===== src/rtl/rr_grant_arbiter_if.sv =====
// Request/grant bundle between requesters and the round-robin arbiter.
// The master side drives req/done; the slave side (the arbiter) drives the grant outputs.
interface rr_grant_arbiter_if #(
  parameter int N    = 8,
  parameter int LOGN = 3
);
  logic [N-1:0]    req;
  logic            done;
  logic [N-1:0]    grant;
  logic [LOGN-1:0] grant_idx;
  logic            grant_valid;
  logic            timeout;

  modport master (
    output req, done,
    input  grant, grant_idx, grant_valid, timeout
  );

  modport slave (
    input  req, done,
    output grant, grant_idx, grant_valid, timeout
  );
endinterface


===== src/rtl/rr_grant_arbiter.sv =====
// Registered round-robin arbiter with grant lock; the owner holds the bus until done or it drops req.
// Optional hold-time watchdog is built only when RR_WATCHDOG_EN is defined.
module rr_grant_arbiter #(
  parameter int N        = 8,
  parameter int LOGN     = 3,
  parameter int MAX_HOLD = 255
) (
  input  logic                clk,
  input  logic                reset,
  rr_grant_arbiter_if.slave   bus
);
  typedef enum logic {IDLE, BUSY} state_t;

  if (N < 2 || (1 << LOGN) < N || MAX_HOLD < 1) begin : g_param_chk
    $error("rr_grant_arbiter: illegal parameters");
  end

  state_t          state_q, state_d;
  logic [N-1:0]    grant_q, grant_d;
  logic [LOGN-1:0] idx_q, idx_d;
  logic [LOGN-1:0] ptr_q, ptr_d;
  logic            timeout_q, timeout_d;
  logic [LOGN-1:0] pick_idx;
  logic            pick_found;
  logic            release_now;
  logic            revoke;

`ifdef RR_WATCHDOG_EN
  localparam int HW = $clog2(MAX_HOLD + 1);
  logic [HW-1:0] hold_q, hold_d;
`endif

  // First set request at or after ptr, wrapping past N-1 back to 0.
  always_comb begin
    pick_found = 1'b0;
    pick_idx   = '0;
    for (int k = 0; k < N; k++) begin
      if (!pick_found && bus.req[(int'(ptr_q) + k) % N]) begin
        pick_found = 1'b1;
        pick_idx   = LOGN'((int'(ptr_q) + k) % N);
      end
    end
  end

  always_comb begin
    state_d     = state_q;
    grant_d     = grant_q;
    idx_d       = idx_q;
    ptr_d       = ptr_q;
    timeout_d   = 1'b0;
    release_now = 1'b0;
    revoke      = 1'b0;
`ifdef RR_WATCHDOG_EN
    hold_d      = hold_q;
`endif
    case (state_q)
      IDLE: begin
        if (pick_found) begin
          grant_d           = '0;
          grant_d[pick_idx] = 1'b1;
          idx_d             = pick_idx;
          state_d           = BUSY;
`ifdef RR_WATCHDOG_EN
          hold_d            = '0;
`endif
        end
      end
      BUSY: begin
        release_now = bus.done || !bus.req[idx_q];
`ifdef RR_WATCHDOG_EN
        // A normal release on the limit cycle wins, so timeout stays low.
        revoke = !release_now && (hold_q == HW'(MAX_HOLD - 1));
        hold_d = hold_q + 1'b1;
`endif
        if (release_now || revoke) begin
          grant_d   = '0;
          idx_d     = '0;
          ptr_d     = (idx_q == LOGN'(N - 1)) ? '0 : idx_q + 1'b1;
          state_d   = IDLE;
          timeout_d = revoke;
        end
      end
      default: state_d = IDLE;
    endcase
  end

  always_ff @(posedge clk) begin
    if (reset) begin
      state_q   <= IDLE;
      grant_q   <= '0;
      idx_q     <= '0;
      ptr_q     <= '0;
      timeout_q <= 1'b0;
    end else begin
      state_q   <= state_d;
      grant_q   <= grant_d;
      idx_q     <= idx_d;
      ptr_q     <= ptr_d;
      timeout_q <= timeout_d;
    end
  end

`ifdef RR_WATCHDOG_EN
  always_ff @(posedge clk) begin
    if (reset) hold_q <= '0;
    else       hold_q <= hold_d;
  end
  assign bus.timeout = timeout_q;
`else
  assign bus.timeout = 1'b0;
  logic unused_ok;
  assign unused_ok = timeout_q ^ revoke;
`endif

  assign bus.grant       = grant_q;
  assign bus.grant_idx   = idx_q;
  assign bus.grant_valid = |grant_q;
endmodule


===== src/flat_wrapper.sv =====
// flat-port wrapper written by rule: the top's interface ports become plain ports
module rr_grant_arbiter_flat 
#(
  parameter int N        = 8,
  parameter int LOGN     = 3,
  parameter int MAX_HOLD = 255
)
  (clk, reset, bus_req, bus_done, bus_grant, bus_grant_idx, bus_grant_valid, bus_timeout);
  rr_grant_arbiter_if #(.N(N), .LOGN(LOGN)) bus_i ();
  input  logic clk;
  input  logic reset;
  input wire logic [$bits(bus_i.req)-1:0] bus_req;
  input wire logic [$bits(bus_i.done)-1:0] bus_done;
  output wire logic [$bits(bus_i.grant)-1:0] bus_grant;
  output wire logic [$bits(bus_i.grant_idx)-1:0] bus_grant_idx;
  output wire logic [$bits(bus_i.grant_valid)-1:0] bus_grant_valid;
  output wire logic [$bits(bus_i.timeout)-1:0] bus_timeout;
  assign bus_i.req = bus_req;
  assign bus_i.done = bus_done;
  assign bus_grant = bus_i.grant;
  assign bus_grant_idx = bus_i.grant_idx;
  assign bus_grant_valid = bus_i.grant_valid;
  assign bus_timeout = bus_i.timeout;
  rr_grant_arbiter #(.N(N), .LOGN(LOGN), .MAX_HOLD(MAX_HOLD)) u_core (.clk(clk), .reset(reset), .bus(bus_i));
endmodule

===== config.mk =====
export PLATFORM = sky130hd
export DESIGN_NAME = rr_grant_arbiter_flat
export DESIGN_NICKNAME = d
export VERILOG_FILES = /design/src/rtl/rr_grant_arbiter_if.sv /design/src/rtl/rr_grant_arbiter.sv /design/src/flat_wrapper.sv
export SDC_FILE = /design/constraint.sdc
export NUM_CORES = 1
export LEC_CHECK = 0
export ABC_AREA = 0
export CAP_MARGIN = 20
export CELL_PAD_IN_SITES_DETAIL_PLACEMENT = 0
export CELL_PAD_IN_SITES_GLOBAL_PLACEMENT = 1
export CORE_ASPECT_RATIO = 0.7
export CORE_UTILIZATION = 42
export DETAILED_ROUTE_END_ITERATION = 7
export PLACE_DENSITY_LB_ADDON = 0.1
export SETUP_SLACK_MARGIN = 0.05
export SKIP_LAST_GASP = 1
export SLEW_MARGIN = 10
export SYNTH_ARGS = -nofsm -noshare
export SYNTH_HDL_FRONTEND = slang
export SYNTH_SLANG_ARGS = --single-unit
export TNS_END_PERCENT = 1

===== constraint.sdc =====
create_clock -name clk -period 3.7 [get_ports clk]
set_input_delay 0.555 -clock clk [delete_from_list [all_inputs] [get_ports clk]]
set_output_delay 0.555 -clock clk [all_outputs]
set_load 0.02 [all_outputs]

# [Word-level counts from Yosys, hierarchy flattened]
# Cells that the tools add are included.
[word_totals] reg_bits=15 in_bits=11 out_inout_bits=13 wordCells=114
[classes] addsub=8 n_lt_le_gt_ge=11 eq_ne=3 mux=53 bitwise=8 n_reduce_logical=27
[op_table] operator="4-bit by 5-bit less-than comparator with 1-bit output (second input constant)" n=7
[op_table] operator="3-bit two-way mux" n=11
[op_table] operator="1-bit binary-select mux with 3-bit select" n=9
[op_table] operator="1-bit two-way mux" n=27
[op_table] operator="3-bit OR reduction" n=7
[op_table] operator="8-bit two-way mux" n=2
[op_table] operator="8-bit one-hot mux with 2 select lines" n=1
[op_table] operator="3-bit adder (second input constant)" n=4
[op_table] operator="3-bit by 4-bit less-than comparator with 1-bit output (second input constant)" n=3
[op_table] operator="1-bit logical AND" n=8
[op_table] operator="1-bit logical NOT" n=8
[op_table] operator="8-bit OR reduction" n=1
[op_table] operator="1-bit AND (first input constant)" n=7
[op_table] operator="3-bit by 1-bit adder with 3-bit output (second input constant)" n=2
[op_table] operator="3-bit by 2-bit adder with 3-bit output (second input constant)" n=2
[op_table] operator="3-bit one-hot mux with 2 select lines" n=1
[op_table] operator="2-bit AND reduction" n=2
[op_table] operator="1-bit demux with 3-bit select" n=1
[op_table] operator="3-bit equality test (second input constant)" n=1
[op_table] operator="3-bit by 1-bit >= comparator with 1-bit output (second input constant)" n=1
[op_table] operator="2-bit by 1-bit != test with 1-bit output (second input constant)" n=1
[op_table] operator="2-bit != test (second input constant)" n=1
[op_table] operator="1-bit one-hot mux with 2 select lines" n=1
[op_table] operator="1-bit logical OR" n=1
[op_table] operator="1-bit NOT" n=1

# [Depth between registers and ports, before layout]
[logic_depth] depth_word=32 mapped_depth=13 mapped_depth_nobuf=9

# [Least setup slack after synthesis]
# OpenSTA, ideal clock, no wires.
[synth_path] path_type="register to register" from="reg u_core.ptr_q[1]" to="reg u_core.grant_q[6], in the netlist u_core.bus.grant[6]" setup_time_ns=0.117 arrival_ns=3.114 t_required_ns=3.583 setup_slack_ns=0.469 path_stages_with_launch=11 path_buffers=2 synth_period_minus_slack_ns=3.231 path_cell_list="dfxtp_1 > buf_2 > inv_1 > ha_1 > buf_2 > mux4_2 > mux2_2 > a221o_1 > a311o_1 > a21o_1 > a32o_1"
[synth_via] elab_chain_cells=30 elab_cells_between_ends=69 cone_classes="add/sub: 7; order compare: 2; eq/ne: 1; mux: 43; reduce/logical: 16"
[synth_rtl] item="from (decl)" line_no="rr_grant_arbiter.sv:21" rtl="logic [LOGN-1:0] ptr_q, ptr_d;"
[synth_rtl] item="from (signal assigned)" line_no="rr_grant_arbiter.sv:98" rtl="ptr_q <= ptr_d;"
[synth_rtl] item="3-bit by 1-bit adder with 3-bit output or 1-bit binary-select mux with 3-bit select (tied branches)" line_no="rr_grant_arbiter.sv:38, rr_grant_arbiter.sv:40"
[synth_rtl] item="1-bit binary-select mux with 3-bit select or 1-bit two-way mux (tied branches)" line_no="rr_grant_arbiter.sv:38" rtl="if (!pick_found && bus.req[(int'(ptr_q) + k) % N]) begin"
[synth_rtl] item="1-bit two-way mux (implied by the code)" line_no="rr_grant_arbiter.sv:38"
[synth_rtl] item="1-bit two-way mux (implied by the code) or 1-bit logical NOT (tied branches)" line_no="rr_grant_arbiter.sv:38"
[synth_rtl] item="1-bit logical AND" line_no="rr_grant_arbiter.sv:38"
[synth_rtl] item="1-bit two-way mux" line_no="rr_grant_arbiter.sv:38"
[synth_rtl] item="1-bit logical NOT" line_no="rr_grant_arbiter.sv:38"
[synth_rtl] item="1-bit logical AND" line_no="rr_grant_arbiter.sv:38"
[synth_rtl] item="(+14 left out)"
[synth_rtl] item="1-bit logical AND" line_no="rr_grant_arbiter.sv:38"
[synth_rtl] item="3-bit two-way mux" line_no="rr_grant_arbiter.sv:38"
[synth_rtl] item="3-bit by 4-bit less-than comparator with 1-bit output (implied by the code) or 3-bit by 1-bit >= comparator with 1-bit output (tied branches)" line_no="rr_grant_arbiter.sv:60" rtl="grant_d[pick_idx] = 1'b1;"
[synth_rtl] item="1-bit logical AND (implied by the code)" line_no="rr_grant_arbiter.sv:60"
[synth_rtl] item="1-bit two-way mux (implied by the code)" line_no="rr_grant_arbiter.sv:60"
[synth_rtl] item="1-bit demux with 3-bit select"
[synth_rtl] item="8-bit two-way mux" line_no="rr_grant_arbiter.sv:58" rtl="if (pick_found) begin"
[synth_rtl] item="8-bit one-hot mux with 2 select lines" line_no="rr_grant_arbiter.sv:56" rtl="case (state_q)"
[synth_rtl] item="to (signal assigned)" line_no="rr_grant_arbiter.sv:96" rtl="grant_q <= grant_d;"
[synth_rtl] item="to (decl)" line_no="rr_grant_arbiter.sv:19" rtl="logic [N-1:0] grant_q, grant_d;"
# Parallel ways exist; a longest one is shown, timed or not. The select of a mux whose other input is x is not followed.
# A chain may end at the register's enable or synchronous reset.

# [Worst setup path after layout]
[layout_path] from="in bus_req[0]" to="reg u_core.grant_q[4], in the netlist u_core.bus.grant[4]"
[layout_via] elab_chain_cells=30 elab_cells_between_ends=67 cone_classes="order compare: 2; eq/ne: 2; mux: 45; reduce/logical: 18"
[layout_rtl] item="from (decl)" line_no="flat_wrapper.sv:12" rtl="input wire logic [$bits(bus_i.req)-1:0] bus_req;"
[layout_rtl] item="1-bit binary-select mux with 3-bit select" line_no="rr_grant_arbiter.sv:38"
[layout_rtl] item="1-bit two-way mux (implied by the code)" line_no="rr_grant_arbiter.sv:38"
[layout_rtl] item="1-bit two-way mux" line_no="rr_grant_arbiter.sv:38"
[layout_rtl] item="1-bit logical NOT" line_no="rr_grant_arbiter.sv:38"
[layout_rtl] item="1-bit logical AND" line_no="rr_grant_arbiter.sv:38"
[layout_rtl] item="1-bit two-way mux" line_no="rr_grant_arbiter.sv:38"
[layout_rtl] item="1-bit logical NOT" line_no="rr_grant_arbiter.sv:38"
[layout_rtl] item="1-bit logical AND" line_no="rr_grant_arbiter.sv:38"
[layout_rtl] item="(+14 left out)"
[layout_rtl] item="1-bit logical AND" line_no="rr_grant_arbiter.sv:38"
[layout_rtl] item="3-bit two-way mux" line_no="rr_grant_arbiter.sv:38"
[layout_rtl] item="3-bit by 4-bit less-than comparator with 1-bit output (implied by the code) or 3-bit by 1-bit >= comparator with 1-bit output (tied branches)" line_no="rr_grant_arbiter.sv:60"
[layout_rtl] item="1-bit logical AND (implied by the code)" line_no="rr_grant_arbiter.sv:60"
[layout_rtl] item="1-bit two-way mux (implied by the code)" line_no="rr_grant_arbiter.sv:60"
[layout_rtl] item="1-bit demux with 3-bit select"
[layout_rtl] item="8-bit two-way mux" line_no="rr_grant_arbiter.sv:58"
[layout_rtl] item="8-bit one-hot mux with 2 select lines" line_no="rr_grant_arbiter.sv:56"
# Parallel ways exist; a longest one is shown, timed or not. The select of a mux whose other input is x is not followed.

==> results by group <==
Die
  • Effective utilization at floorplan: 0.445
  • Horizontal die dimension: 75.4 µm
  • Top-level port count: 24
  • Placeable core region: 3560 µm²
  • Area enclosed by the die boundary: 4020 µm²
  • Number of placement rows: 18
  • Die height: roughly 53 µm

Worst setup path
  • Maximum fanout encountered on the critical timing path: 9
  • Destination of the critical timing path: u_core.bus.grant[4]$_SDFFE_PP0P_
  • Arrival time of the worst setup path: 3.39 ns
  • Worst EP required: 3.84 ns
  • RR Startpoint: u_core.ptr_q[1]$_SDFFE_PP0P_
  • Worst-case register-to-register setup slack: about 0.52 ns
  • Startpoint kind of the worst setup timing path: input port
  • Critical Setup Path Class: input port to flip-flop
  • Type of element capturing the critical path: flip-flop
  • Start point of the critical path: bus_req[0]
  • Capture point of the worst reg-to-reg path: u_core.bus.grant[4]$_SDFFE_PP0P_
  • Cell depth of the worst flop-to-flop path: 10

Clock network
  • Number of gates resized after cts: 0
  • Number of hold-repair buffers added at the cts stage: 0
  • Largest buffer count on any clock path: 2
  • Deepest level of the CTS H-tree: 1
  • Number of clock buffers inserted by TritonCTS: 3
  • CTS tree: done
  • Post-CTS repair timing setup buffer count: 0
  • Clk pin slew, worst setup/hold paths: 0.06 ns
  • Clock tree root buffer cell: clkbuf_8
  • Worst-Skew Late Latency: 0.24 ns
  • Count of clock tree sinks: 15

Logic synthesis
  • Net count after synthesis: ~180
  • Commonest cells in the netlist: 15 x dfxtp_1, 15 x nand2_1, 11 x mux4_2
  • Average cell area after synthesis: 9.65 µm²
  • Number of distinct library cells after synthesis: 57
  • Post-synth EDFFs: 0
  • Most area-hungry cell type in the Yosys netlist: dfxtp_1
  • Fraction of registers with async set or reset after synthesis: 0
  • Count of mapped cells out of synthesis: about 160
  • Register area share after synthesis: 0.190
  • Area fraction of the dominant cell type after synthesis: 0.190
  • Prevailing post-synth register cell: dfxtp_1
  • Number of warning messages in the yosys log: 0
  • Top area cells in the synthesized netlist: dfxtp_1 19%, mux4_2 16%, mux2i_1 5.1%, mux4_1 5.0%, mux2_2 5.0%
  • Cell Area, Synth: 1580 µm²
  • Synthesized flop and latch total: 15

STA
  • Shortest clock period the worst path allows after layout: ~3.3 ns
  • Total setup violations reported at the end of the flow: 0
  • Setup TNS: 0 ns
  • Worst clock skew: 0.00148 ns
  • Least-Margin Pin Slew: 0.795 ns
  • Final hold violation count: 0
  • RSZ-0062 raised after global routing: false
  • Ratio of final minimum period to clock period: 0.880
  • Remaining max-slew budget at the tightest pin: 0.469
  • Max Slew Vio Count: 0
  • Fin Hold WS: 0.486 ns
  • Maximum clock frequency: 307 MHz

Final layout
  • Cell Count, Final, Fillers Out: 235
  • Nets@finish: 201
  • Fraction of layout cells with a size suffix above 1: 0.168
  • Area Overhead vs Synth: 18.7%
  • Ant diodes: 0

Routing
  • Pre-antenna DRT Iters: 4
  • Number of design-rule violations left by the first detailed-router iteration: 144
  • Post-detailed-route DRC marker count: 0
  • Vias per std cell: 6.40
  • DR vias: 1,504
  • Post-DR wirelength/cell: 17.7 µm
  • Detailed Route WL: 4170 µm
  • Count of antenna-violating nets left after detailed routing: 0

Global routing
  • Via count of the first global-routing pass: 1,339
  • Antenna violations before repair: 0
  • Global-route wire length before repair: about 6700 µm
  • Overall overflow remaining after global route: 0
  • GRT Resource Usage Total: 0.228
  • Maximum number of pins on one net before global-route repair: 20

Placed design
  • Port Buf Inserts: 22
  • Detail Placement HPWL: 3160 µm
  • Number of placed instances with taps included: 231
  • GP Congestion: between 0.9 and 1

Run
  • Number of max-cap violations: 0

Power
  • Largest vdd supply drop: about 0.00035 V
  • Power per cell area: 557 nW/µm²
  • Lkg Pwr: 0.000688 µW

Run status
  • Run status: complete, no violations

Worst hold path
  • Worst min-delay path class: flip-flop to flip-flop
[where the power goes]
group | total, µW | leakage, µW | switching [µW] | internal, µW
clock | 130 | 0.0000228 | 53.6 | 76.1
sequential | 231 | 0.000122 | 38.4 | 193
combinational | 685 | 0.000543 | 375 | 310
[worst min-delay path by stage]
stage                                             to  slack, ns  depth (start not counted)                             start
floorplan                  u_core.state_q$_SDFF_PP0_       0.46                          2         u_core.state_q$_SDFF_PP0_
global placement    u_core.bus.grant[2]$_SDFFE_PP0P_       0.47                          2  u_core.bus.grant[2]$_SDFFE_PP0P_
detailed placement  u_core.bus.grant[0]$_SDFFE_PP0P_       0.48                          2  u_core.bus.grant[0]$_SDFFE_PP0P_
CTS                 u_core.bus.grant[2]$_SDFFE_PP0P_       0.49                          2  u_core.bus.grant[2]$_SDFFE_PP0P_
global route        u_core.bus.grant[0]$_SDFFE_PP0P_       0.50                          2  u_core.bus.grant[0]$_SDFFE_PP0P_
finish              u_core.bus.grant[0]$_SDFFE_PP0P_       0.49                          2  u_core.bus.grant[0]$_SDFFE_PP0P_
[critical path: stages]
cell and delay (ns):
clkdlybuf4s50_1 0.50, mux4_1 0.65, mux2i_1 0.30, a32o_1 0.42
and3_1 0.30, a32o_1 0.24, o21ai_1 0.13, a32o_1 0.29
[state kept, by name (all words and copies together) (netlist names)]
register,count
u_core.bus.grant,8
u_core.bus.grant_idx,3
u_core.state_q,1
u_core.ptr_q,3
[kinds of logic (layout without fill, tap and decap cells)]
| group | Yosys count | in the layout | share of synthesized area |
|---|---|---|---|
| AO/OA/AOI/OAI | 51 | 51 | 0.242 |
| AND/OR/NAND/NOR | 44 | 44 | 0.149 |
| multiplexers | 29 | 29 | 0.307 |
| buffers and inverters | 16 | 37 | 0.0561 |
| flip-flops | 15 | 15 | 0.190 |
| adder cells (fa/ha/maj) | 4 | 4 | 0.0316 |
| XOR/XNOR | 4 | 4 | 0.0221 |
| other | 1 | 1 | 0.00237 |
[metal layers]
metal  share of wire  global-route usage
met5               0                   0
met4           0.015              0.0463
met3           0.076              0.0476
met2            0.42               0.313
met1            0.49               0.357
[metrics by stage]
stage,util,cell area (µm²),worst slack [ns],total power (µW)
floorplan,-,1580,0.469,710
global placement,0.515,1830,0.295,908
detailed placement,0.515,1830,0.258,904
CTS,0.528,1880,0.504,1040
global route,0.528,1880,0.292,1120
finish,0.528,1880,0.445,1050
[layout make-up]
type	instances	area, µm²
Timing Repair Buffer	26	250
Sequential cell	15	300
Clock buffer	4	45.0
Tap cell	50	62.6
Fill cell	327	1680
Inverter	7	26.3
Multi-Input combinational cell	133	1190
[cell usage in the layout, fill, tap and decap left out, types with 2 or more instances in the layout]
| cell type | count |
|---|---|
| mux2_2 | 7 |
| dfxtp_1 | 15 |
| o21ai_1 | 2 |
| buf_4 | 4 |
| nor3_1 | 2 |
| o31ai_1 | 4 |
| nor4_1 | 2 |
| o211ai_1 | 4 |
| clkdlybuf4s50_1 | 22 |
| a32o_1 | 6 |
| a31o_2 | 2 |
| a21boi_0 | 2 |
| clkbuf_8 | 3 |
| nand3_1 | 4 |
| and3_1 | 2 |
| o21ai_0 | 2 |
| inv_1 | 7 |
| mux2i_1 | 8 |
| a22oi_1 | 3 |
| mux4_2 | 11 |
| a21oi_1 | 9 |
| o22ai_1 | 3 |
| xor2_1 | 3 |
| nand4_1 | 2 |
| nor2_1 | 6 |
| nand2_1 | 15 |
| or3_1 | 2 |
| ha_1 | 4 |
| mux4_1 | 3 |
Power figures use the tool's default switching activity.
